[config.mk]
export PLATFORM = sky130hd
export DESIGN_NAME = mem_access_unit_flat
export DESIGN_NICKNAME = d
export VERILOG_FILES = /design/src/rtl/mem_pkg.sv /design/src/rtl/mem_access_unit_if.sv /design/src/rtl/lsu_align.sv /design/src/rtl/mem_access_unit.sv /design/src/flat_wrapper.sv
export SDC_FILE = /design/constraint.sdc
export NUM_CORES = 1
export LEC_CHECK = 0
export ABC_AREA = 1
export BUFFER_PORTS_ARGS = -buffer_cell sky130_fd_sc_hd__buf_2
export CAP_MARGIN = 20
export CORE_MARGIN = 1.5
export CORE_UTILIZATION = 49
export DETAILED_ROUTE_END_ITERATION = 8
export PLACE_DENSITY_LB_ADDON = 0.08
export SLEW_MARGIN = 20
export SYNTH_ARGS = -nofsm -noshare
export SYNTH_HDL_FRONTEND = slang
export SYNTH_SLANG_ARGS = --single-unit
[constraint.sdc]
create_clock -name clk -period 4.3 [get_ports clk]
set_clock_uncertainty 0.2 [all_clocks]
set_input_delay 0 -clock clk [delete_from_list [all_inputs] [get_ports clk]]
set_output_delay 0 -clock clk [all_outputs]
set_load 0.03 [all_outputs]
[src/rtl/mem_pkg.sv]
// Shared constants and types for the M-stage load/store unit.
package mem_pkg;

  localparam int unsigned XLEN = 32;

  // RV32I load/store funct3 encodings
  localparam logic [2:0] F3_B  = 3'b000;
  localparam logic [2:0] F3_H  = 3'b001;
  localparam logic [2:0] F3_W  = 3'b010;
  localparam logic [2:0] F3_BU = 3'b100;
  localparam logic [2:0] F3_HU = 3'b101;

  // ResultSrc value selecting memory read data (i.e. a load)
  localparam logic [1:0] RES_MEM = 2'b01;

  typedef enum logic [1:0] {
    ST_IDLE = 2'b00,
    ST_REQ  = 2'b01,
    ST_RESP = 2'b10,
    ST_HOLD = 2'b11
  } mau_state_t;

endpackage

[src/rtl/mem_access_unit_if.sv]
// req/gnt/rvalid data-memory bus between the load/store unit and memory.
interface mem_access_unit_if;
  import mem_pkg::*;

  logic            req;
  logic            we;
  logic [XLEN-1:0] addr;
  logic [3:0]      be;
  logic [XLEN-1:0] wdata;
  logic            gnt;
  logic            rvalid;
  logic [XLEN-1:0] rdata;

  modport master (output req, we, addr, be, wdata, input gnt, rvalid, rdata);
  modport slave  (input req, we, addr, be, wdata, output gnt, rvalid, rdata);
endinterface

[src/rtl/lsu_align.sv]
// Combinational byte-lane steering: enables, store replication, load
// extraction/extension and misalignment detection.
module lsu_align
  import mem_pkg::*;
(
  input  logic [1:0]      offs,
  input  logic [XLEN-1:0] wd,
  input  logic [2:0]      funct3,
  input  logic [XLEN-1:0] rdata,
  output logic [3:0]      be,
  output logic [XLEN-1:0] wdata,
  output logic [XLEN-1:0] rdata_ext,
  output logic            misalign
);

  logic [XLEN-1:0] shifted;

  assign shifted = rdata >> {offs, 3'b000};

  // Store side: lane enables, replicated data, legality of size/offset
  always_comb begin
    be       = 4'h0;
    wdata    = wd;
    misalign = 1'b0;
    case (funct3)
      F3_B, F3_BU: begin
        be    = 4'b0001 << offs;
        wdata = {4{wd[7:0]}};
      end
      F3_H, F3_HU: begin
        be       = 4'b0011 << offs;
        wdata    = {2{wd[15:0]}};
        misalign = offs[0];
      end
      F3_W: begin
        be       = 4'hF;
        misalign = (offs != 2'b00);
      end
      default: misalign = 1'b1;
    endcase
  end

  // Load side: pick the addressed lane and sign/zero extend
  always_comb begin
    rdata_ext = shifted;
    case (funct3)
      F3_B:    rdata_ext = {{24{shifted[7]}}, shifted[7:0]};
      F3_BU:   rdata_ext = {24'h0, shifted[7:0]};
      F3_H:    rdata_ext = {{16{shifted[15]}}, shifted[15:0]};
      F3_HU:   rdata_ext = {16'h0, shifted[15:0]};
      default: rdata_ext = shifted;
    endcase
  end

endmodule

[src/rtl/mem_access_unit.sv]
// M-stage load/store unit: issues one bus transaction per M access and
// stalls the pipeline until it completes (or times out).
module mem_access_unit
  import mem_pkg::*;
#(
  parameter int unsigned TIMEOUT = 16
) (
  input  logic              clk,
  input  logic              rst,
  input  logic [XLEN-1:0]   ALUResult_m,
  input  logic [XLEN-1:0]   WriteData_m,
  input  logic [2:0]        funct3_m,
  input  logic              MemWrite_m,
  input  logic [1:0]        ResultSrc_m,
  input  logic              adv_m,
  input  logic              flush_m,
  mem_access_unit_if.master dmem,
  output logic [XLEN-1:0]   ReadData_m,
  output logic              stall_m,
  output logic              misalign_m,
  output logic              bus_err_m
);

  localparam int unsigned    CNT_W    = $clog2(TIMEOUT);
  localparam logic [CNT_W-1:0] CNT_LAST = CNT_W'(TIMEOUT - 1);

  mau_state_t      state_q, state_d;
  logic [CNT_W-1:0] cnt_q, cnt_d;
  logic [XLEN-1:0] hold_q, hold_d;

  logic            access, is_store, legal;
  logic            misal_w;
  logic [3:0]      be_w;
  logic [XLEN-1:0] wdata_w, ext_w;
  logic            req, done, err, stall, tmo;
  logic [XLEN-1:0] rd;

  assign is_store = MemWrite_m;
  assign access   = MemWrite_m | (ResultSrc_m == RES_MEM);
  assign legal    = access & ~misal_w;
  assign tmo      = (cnt_q == CNT_LAST);

  lsu_align u_align (
    .offs      (ALUResult_m[1:0]),
    .wd        (WriteData_m),
    .funct3    (funct3_m),
    .rdata     (dmem.rdata),
    .be        (be_w),
    .wdata     (wdata_w),
    .rdata_ext (ext_w),
    .misalign  (misal_w)
  );

  // State, timeout counter and load-data hold register
  always_ff @(posedge clk or posedge rst) begin
    if (rst) begin
      state_q <= ST_IDLE;
      cnt_q   <= '0;
      hold_q  <= '0;
    end else begin
      state_q <= state_d;
      cnt_q   <= cnt_d;
      hold_q  <= hold_d;
    end
  end

  // Next state, request/completion decode and pipeline-facing results
  always_comb begin
    state_d = state_q;
    cnt_d   = cnt_q;
    hold_d  = hold_q;
    req     = 1'b0;
    done    = 1'b0;
    err     = 1'b0;
    rd      = '0;
    case (state_q)
      ST_IDLE: begin
        if (legal) begin
          req = 1'b1;
          if (dmem.gnt) begin
            if (is_store) begin
              done   = 1'b1;
              hold_d = '0;
            end else begin
              state_d = ST_RESP;
              cnt_d   = '0;
            end
          end else begin
            state_d = ST_REQ;
            cnt_d   = '0;
          end
        end
      end
      ST_REQ: begin
        req = 1'b1;
        if (dmem.gnt) begin
          if (is_store) begin
            done   = 1'b1;
            hold_d = '0;
          end else begin
            state_d = ST_RESP;
            cnt_d   = '0;
          end
        end else if (tmo) begin
          done   = 1'b1;
          err    = 1'b1;
          hold_d = '0;
        end else begin
          cnt_d = cnt_q + CNT_W'(1);
        end
      end
      ST_RESP: begin
        if (dmem.rvalid) begin
          done   = 1'b1;
          rd     = ext_w;
          hold_d = ext_w;
        end else if (tmo) begin
          done   = 1'b1;
          err    = 1'b1;
          hold_d = '0;
        end else begin
          cnt_d = cnt_q + CNT_W'(1);
        end
      end
      ST_HOLD: begin
        rd = hold_q;
        if (adv_m || flush_m) state_d = ST_IDLE;
      end
      default: state_d = ST_IDLE;
    endcase

    if (done) state_d = adv_m ? ST_IDLE : ST_HOLD;

    stall = legal & (state_q != ST_HOLD) & ~done;

    // Nothing leaks out while reset is held, regardless of pipeline inputs
    if (rst) begin
      req   = 1'b0;
      err   = 1'b0;
      rd    = '0;
      stall = 1'b0;
    end
  end

  assign dmem.req   = req;
  assign dmem.we    = req & MemWrite_m;
  assign dmem.addr  = req ? {ALUResult_m[XLEN-1:2], 2'b00} : '0;
  assign dmem.be    = req ? be_w : 4'h0;
  assign dmem.wdata = req ? wdata_w : '0;

  assign ReadData_m = rd;
  assign stall_m    = stall;
  assign bus_err_m  = err;
  assign misalign_m = access & misal_w & ~rst;

endmodule

[src/flat_wrapper.sv]
// flat-port wrapper written by rule: the top's interface ports become plain ports
module mem_access_unit_flat import mem_pkg::*;
#(
  parameter int unsigned TIMEOUT = 16
)
  (clk, rst, ALUResult_m, WriteData_m, funct3_m, MemWrite_m, ResultSrc_m, adv_m, flush_m, ReadData_m, stall_m, misalign_m, bus_err_m, dmem_req, dmem_we, dmem_addr, dmem_be, dmem_wdata, dmem_gnt, dmem_rvalid, dmem_rdata);
  mem_access_unit_if dmem_i ();
  input  logic clk;
  input  logic rst;
  input  logic [XLEN-1:0] ALUResult_m;
  input  logic [XLEN-1:0] WriteData_m;
  input  logic [2:0] funct3_m;
  input  logic MemWrite_m;
  input  logic [1:0] ResultSrc_m;
  input  logic adv_m;
  input  logic flush_m;
  output logic [XLEN-1:0] ReadData_m;
  output logic stall_m;
  output logic misalign_m;
  output logic bus_err_m;
  output wire logic [$bits(dmem_i.req)-1:0] dmem_req;
  output wire logic [$bits(dmem_i.we)-1:0] dmem_we;
  output wire logic [$bits(dmem_i.addr)-1:0] dmem_addr;
  output wire logic [$bits(dmem_i.be)-1:0] dmem_be;
  output wire logic [$bits(dmem_i.wdata)-1:0] dmem_wdata;
  input wire logic [$bits(dmem_i.gnt)-1:0] dmem_gnt;
  input wire logic [$bits(dmem_i.rvalid)-1:0] dmem_rvalid;
  input wire logic [$bits(dmem_i.rdata)-1:0] dmem_rdata;
  assign dmem_req = dmem_i.req;
  assign dmem_we = dmem_i.we;
  assign dmem_addr = dmem_i.addr;
  assign dmem_be = dmem_i.be;
  assign dmem_wdata = dmem_i.wdata;
  assign dmem_i.gnt = dmem_gnt;
  assign dmem_i.rvalid = dmem_rvalid;
  assign dmem_i.rdata = dmem_rdata;
  mem_access_unit #(.TIMEOUT(TIMEOUT)) u_core (.clk(clk), .rst(rst), .ALUResult_m(ALUResult_m), .WriteData_m(WriteData_m), .funct3_m(funct3_m), .MemWrite_m(MemWrite_m), .ResultSrc_m(ResultSrc_m), .adv_m(adv_m), .flush_m(flush_m), .dmem(dmem_i), .ReadData_m(ReadData_m), .stall_m(stall_m), .misalign_m(misalign_m), .bus_err_m(bus_err_m));
endmodule
==> metrics.yaml, run 1 <==
status:
  status: "finished, violations left"
  violations: "negative hold slack"
floorplanning:
  start_util_pct: 51.1
  die-area_mm2: 0.00818
  die_w_um: 90.5
  core_area_mm2: 0.00733
  die_y_um: 90.5
  fp-row-count: 31
  io_pins: 213
clock_network:
  clk_pin_slew_ns: 0.07
  htreeDepth: 2
  clock_path_buffers: 2
  cts_resized: 0
  clock-root-buffer: "clkbuf_8"
  cts_tree: "done"
  clkSinkCount: 38
  cts_inserted_buffers: 5
  worstSkewPairLatency_ns: 0.30
setup_path:
  cp.required_ns: 4.24
  cp_max_fo: 27
  critPathBufInv: 3
  start_kind: "flop"
  r2r-start: "u_core.state_q[0]$_DFFE_PP0P_"
  reg2reg_depth: 7
  cp_slowest_cell: "clkinv_1"
  r2r_setup_slack_ns: 1.33
  cp_top_family: "buffers and inverters"
  worstSetupPathType: "flop to flop"
  critPathArrivalTime_ns: 2.90
  cp_slowest_stage_delay_ns: 0.66
  endpoint_kind: "flop"
  regToRegEndpoint: "u_core.hold_q[5]$_DFFE_PP0P_"
  crit_chain: "inv_1 > ha_1 > nand2_1 > clkinv_1 > nand3_1 > dlygate4sd3_1 > o21ai_0"
min_path:
  hold_class: "primary input to async pin"
timing:
  post-route-period-util_pct: 69.0
  hold_viol: 11
  worst_pin_slew_ns: 0.971
  setup_viol: 0
  timing.hold.ws_ns: -0.00413
  rsz0062_at_grt: "false"
  maxSlewHeadroom_pct: 35.1
  setup_ws_ns: 1.33
  tns_ns: 0
  fmax_mhz: 337
  min_period_ns: 2.97
  slew_viol_final: 0
placed_design:
  dp_hpwl_um: 11100
  pre_cts_slack_ns: 1.46
  gp_congestion: 1.03
  dp_cells: 896
  io_buffers: 210
finish:
  fillCellCount: 700
  final_common_cell: "buf_2"
  nets: 938
  final_cells: 925
  antenna_cells: 0
  drive_gt1_share_pct: 29.5
  seq_area_um2: 951
  layout_common_cells: "buf_2, nand2_1, nor2_1"
  syn2layout_area_growth_pct: 33.4
  multi_input_comb_area_mm2: 0.00226
global_routing:
  first_global_vias: 4619
  grt_pass1_wl_um: 22400
  grt_max_degree: 52
  grt.overflow.total: 0
  grt_use_total_pct: 34.2
  antenna_found_initial: 1
yosys:
  syn_area_per_cell_um2: 5.99
  synth_seq_cells: 38
  yosysWarnings: 0
  ys_seq_area_share_pct: 25.4
  synthesis.area_mm2: 0.00375
  synthCells: 626
  ys_types: 38
drt:
  dr.pass1.iters: 7
  vias_per_cell: 5.48
  dr.first_iter.drc_count: 415
  drt_wl_total_um: 14600
  drc_errors: 0
  wire_per_inst_um: 15.8
  detail-route-antenna-nets: 0
  vias: 5073
power_and_ir_drop:
  power_per_cell_area_mw_per_mm2: 406
  peakVddDrop_v: 0.000245
  p_leak_nw: 2.79
flow_run:
  cap_violations: 0
## cell families after synthesis
| logic type | after synthesis | synth area share (%) |
|---|---|---|
| AO/OA/AOI/OAI | 168 | 24.7 |
| multiplexers | 5 | 1.34 |
| adder cells (fa/ha/maj) | 5 | 1.67 |
| AND/OR/NAND/NOR | 290 | 32.2 |
| XOR/XNOR | 1 | 0.234 |
| flip-flops | 38 | 25.4 |
| other | 1 | 0.100 |
| buffers and inverters | 118 | 14.4 |
## worst min-delay path: cells and delay by family
kind | cells | cell delay [ns]
buffers and inverters | 3 | 0.93
## layout make-up
type                    count  share of cell area, %
well taps                  99                   2.48
multi-input cells         471                   45.3
flip-flops and latches     38                   19.0
repair buffers            233                   25.5
clock inverters             2                  0.250
clock buffers               6                   1.65
inverters                  76                   5.81
## per-layer routing
metal  up-vias  GRT usage, %  wire, µm
li1       2416             -         -
met1      2339          41.4      5730
met2       268          58.5      7040
met3        48          8.00      1300
met4         2          13.1       529
met5         -             0        11
## worst max-delay path by stage
stage / slack [ns] / cells after the start / startpoint / to
3_5_place_dp: 1.46 / 8 / u_core.state_q[0]$_DFFE_PP0P_ / u_core.cnt_q[1]$_DFFE_PP0P_
6_report: 1.33 / 7 / u_core.state_q[0]$_DFFE_PP0P_ / u_core.hold_q[5]$_DFFE_PP0P_
3_3_place_gp: 1.64 / 8 / u_core.state_q[0]$_DFFE_PP0P_ / u_core.cnt_q[1]$_DFFE_PP0P_
2_1_floorplan: 2.06 / 6 / u_core.cnt_q[0]$_DFFE_PP0P_ / stall_m
4_1_cts: 1.37 / 7 / u_core.state_q[0]$_DFFE_PP0P_ / u_core.hold_q[5]$_DFFE_PP0P_
5_1_grt: 1.12 / 9 / u_core.state_q[0]$_DFFE_PP0P_ / u_core.cnt_q[1]$_DFFE_PP0P_
## where the power goes
| group | total [mW] | internal [mW] | leakage [nW] | switching (mW) |
|---|---|---|---|---|
| clock | 0.267 | 0.129 | 0.0472 | 0.138 |
| combinational | 1.28 | 0.347 | 2.22 | 0.938 |
| sequential | 0.480 | 0.432 | 0.525 | 0.0482 |
| total | 2.03 | 0.908 | 2.79 | 1.12 |
## through the flow
stage / hold WS, ns / power [mW] / area, µm² / utilization [%]
after floorplan: -0.0486 / 1.43 / 3750 / -
after global placement: 0.126 / 1.69 / 4690 / 64.0
after detailed placement: 0.129 / 1.72 / 4690 / 64.0
after CTS: 0.00200 / 2.01 / 5000 / 68.2
after global routing: 0.00202 / 2.16 / 5000 / 68.2
final: -0.00413 / 2.03 / 5000 / 68.2
## timing repair
action	in CTS	in global routing
hold endpoints to repair	13	0
setup endpoints to repair	0	0
hold buffers	21	0
setup buffers	0	0
## registers in the layout (all words and copies together) (netlist names)
register	count
u_core.cnt_q	4
u_core.state_q	2
u_core.hold_q	32
## Yosys cell counts
cell type	n	share of area, %
o31ai_1	4	0.80
nand3b_1	1	0.20
mux2i_1	5	1.3
nand3_1	27	3.6
nand2_2	1	0.17
nand3_4	1	0.47
o21ai_2	2	0.47
nand3_2	7	1.9
or2_2	1	0.17
inv_2	3	0.30
buf_6	8	2.4
a21oi_2	4	0.93
dfrtp_1	38	25
clkinv_1	1	0.10
a21o_1	1	0.20
xor2_1	1	0.23
nor2_1	95	9.5
o22ai_1	9	1.5
ha_1	5	1.7
buf_4	5	1.0
buf_2	9	1.2
a31oi_1	3	0.50
conb_1	1	0.10
nand4_1	2	0.33
o21ai_0	60	8.0
nor4_1	2	0.33
clkbuf_1	20	2.0
a22oi_1	1	0.20
o211ai_1	8	1.6
nand2_1	148	15
a211oi_1	1	0.20
o21ai_1	13	1.7
a21oi_4	1	0.43
nor3_1	3	0.40
inv_1	70	7.0
inv_4	2	0.33
nor2_2	2	0.33
a21oi_1	61	8.1
(Power assumes the default switching activity.)
==> run 2, diff against run 1 <==
- CORE_UTILIZATION: 49 -> 41
- clock period: 4.3 -> 2.6 ns (I/O delays scaled with it)
==> run 2 against run 1 <==
The flow finishes with violations (design-rule violations). Global-route usage fell by 5.7 points. Sequential share of layout area fell by 0.28 points. Clock power rose by 45%. Combinational power rose by 72%. Utilization fell by 11 points. Count of clock-buffer cells in the layout fell by 1. Non-clock buffer count rose by 8. Flip-flop and latch count did not move. Die area rose by 19%. Final area rose by 1.5%. Worst hold slack improved by 0.012 ns. Final cell count rose by 1.7%. Critical path type is now flop to output port. Critical endpoint is now dmem_wdata[23].
==> metrics.yaml, run 2 (same netlist as run 1, synthesis figures left out) <==
placed_design:
  dp_hpwl_um: 10800
  dp_cells: 915
  gp_congestion: 0.925
  io_buffers: 210
  placed_cell_area_mm2: 0.00481
global_routing:
  grt_pass1_wl_um: 22600
  antenna_found_initial: 0
  grt_use_total_pct: 28.5
  grt_max_degree: 41
  grt.overflow.total: 0
  first_global_vias: 4683
drt:
  detail-route-antenna-nets: 0
  dr.first_iter.drc_count: 299
  drt_wl_total_um: 14200
  wire_per_inst_um: 15.1
  vias_per_cell: 5.23
  dr.pass1.iters: 7
  vias: 4922
  drc_errors: 18
clock_network:
  ctsHoldBuffers: 19
  cts_tree: "done"
  clock_path_buffers: 2
  clock-root-buffer: "clkbuf_8"
  clkSinkCount: 38
  cts_resized: 0
  post_cts_buffers: 0
  clk_pin_slew_ns: 0.07
  worstSkewPairLatency_ns: 0.29
  cts_inserted_buffers: 5
  htreeDepth: 2
finish:
  final_util_pct: 57.6
  antenna_cells: 0
  drive_gt1_share_pct: 30.4
  top_regs: "u_core.hold_q x32, u_core.cnt_q x4, u_core.state_q x2"
  nets: 946
  largest-register: "u_core.hold_q"
  layout_common_cells: "buf_2, nand2_1, nor2_1"
  syn2layout_area_growth_pct: 35.4
  largest_reg_flops: 32
  fillCellCount: 893
  final_cells: 941
  fin_area_mm2: 0.00507
  final_common_cell: "buf_2"
timing:
  post-route-period-util_pct: 93.1
  worst_pin_slew_ns: 0.769
  maxSlewHeadroom_pct: 48.7
  min_period_ns: 2.42
  rsz0062_at_grt: "false"
  tns_ns: 0
  hold_viol: 0
  fmax_mhz: 413
  setup_viol: 0
  slew_viol_final: 0
setup_path:
  critPathArrivalTime_ns: 2.22
  startpoint: "u_core.state_q[1]$_DFFE_PP0P_"
  worstSetupPathType: "flop to output port"
  cp.required_ns: 2.40
  endpoint_kind: "output port"
  cp_max_fo: 40
  start_kind: "flop"
  r2r-start: "u_core.state_q[0]$_DFFE_PP0P_"
min_path:
  hold_class: "primary input to flop"
  hold_start: "MemWrite_m"
power_and_ir_drop:
  p_leak_nw: 2.84
  power_per_cell_area_mw_per_mm2: 667
  peakVddDrop_v: 0.000539
floorplanning:
  die_y_um: 98.6
  core_area_mm2: 0.00881
  die-area_mm2: 0.00973
  die_w_um: 98.6
  io_pins: 213
  start_util_pct: 42.6
  fp-row-count: 34
status:
  violations: "design-rule violations"
  status: "finished, violations left"
flow_run:
  cap_violations: 0
run 2: cell type report:
class / instances / area [µm²] / share of cell area (%)
clock buffer: 5 / 68.8 / 1.36
clock inverter: 2 / 10.0 / 0.197
inverter: 76 / 290 / 5.72
multi-input combinational: 471 / 2260 / 44.6
sequential: 38 / 951 / 18.7
tap: 108 / 135 / 2.66
timing repair buffer: 241 / 1360 / 26.7
run 2: through the flow:
stage               hold WS [ns]  total power, mW  setup slack, ns
floorplan                -0.0486             2.36            0.357
global placement           0.128             2.93            0.395
detailed placement         0.128             2.96            0.388
CTS                     0.000425             3.38            0.208
global route              0.0469             3.65          0.00260
finish                   0.00783             3.38            0.180
run 2: final timing paths:
| kind | endpoint | cells after the start | slack [ns] |
|---|---|---|---|
| worst max-delay path | dmem_wdata[23] | 8 | 0.18 |
| worst min-delay path | u_core.state_q[1]$_DFFE_PP0P_ | 6 | 0.008 |
| worst max register to register | u_core.state_q[0]$_DFFE_PP0P_ | 9 | 0.19 |
| worst min register to register | u_core.hold_q[1]$_DFFE_PP0P_ | 2 | 0.29 |
| max in group asynchronous | u_core.hold_q[23]$_DFFE_PP0P_ | 3 | 1.80 |
| min in group asynchronous | u_core.hold_q[5]$_DFFE_PP0P_ | 3 | 0.04 |
run 2: power breakdown:
part	total, mW	internal (mW)	switching [mW]
Clock	0.388	0.180	0.208
Sequential	0.797	0.715	0.0821
Combinational	2.20	0.650	1.55
run 2: metal layers:
layer	wire length (µm)	GRT usage (%)
met2	7180	52.8
met4	463	10.3
met1	5560	33.6
met3	1010	3.62
met5	0	0
run 2: worst max-delay path: stages, from the launching register on:
cell     delay (ns)
dfrtp_1        0.43
inv_1          0.12
ha_1           0.23
inv_1          0.15
a21oi_4        0.30
inv_2          0.18
buf_12         0.20
nor2_1         0.11
buf_2          0.20
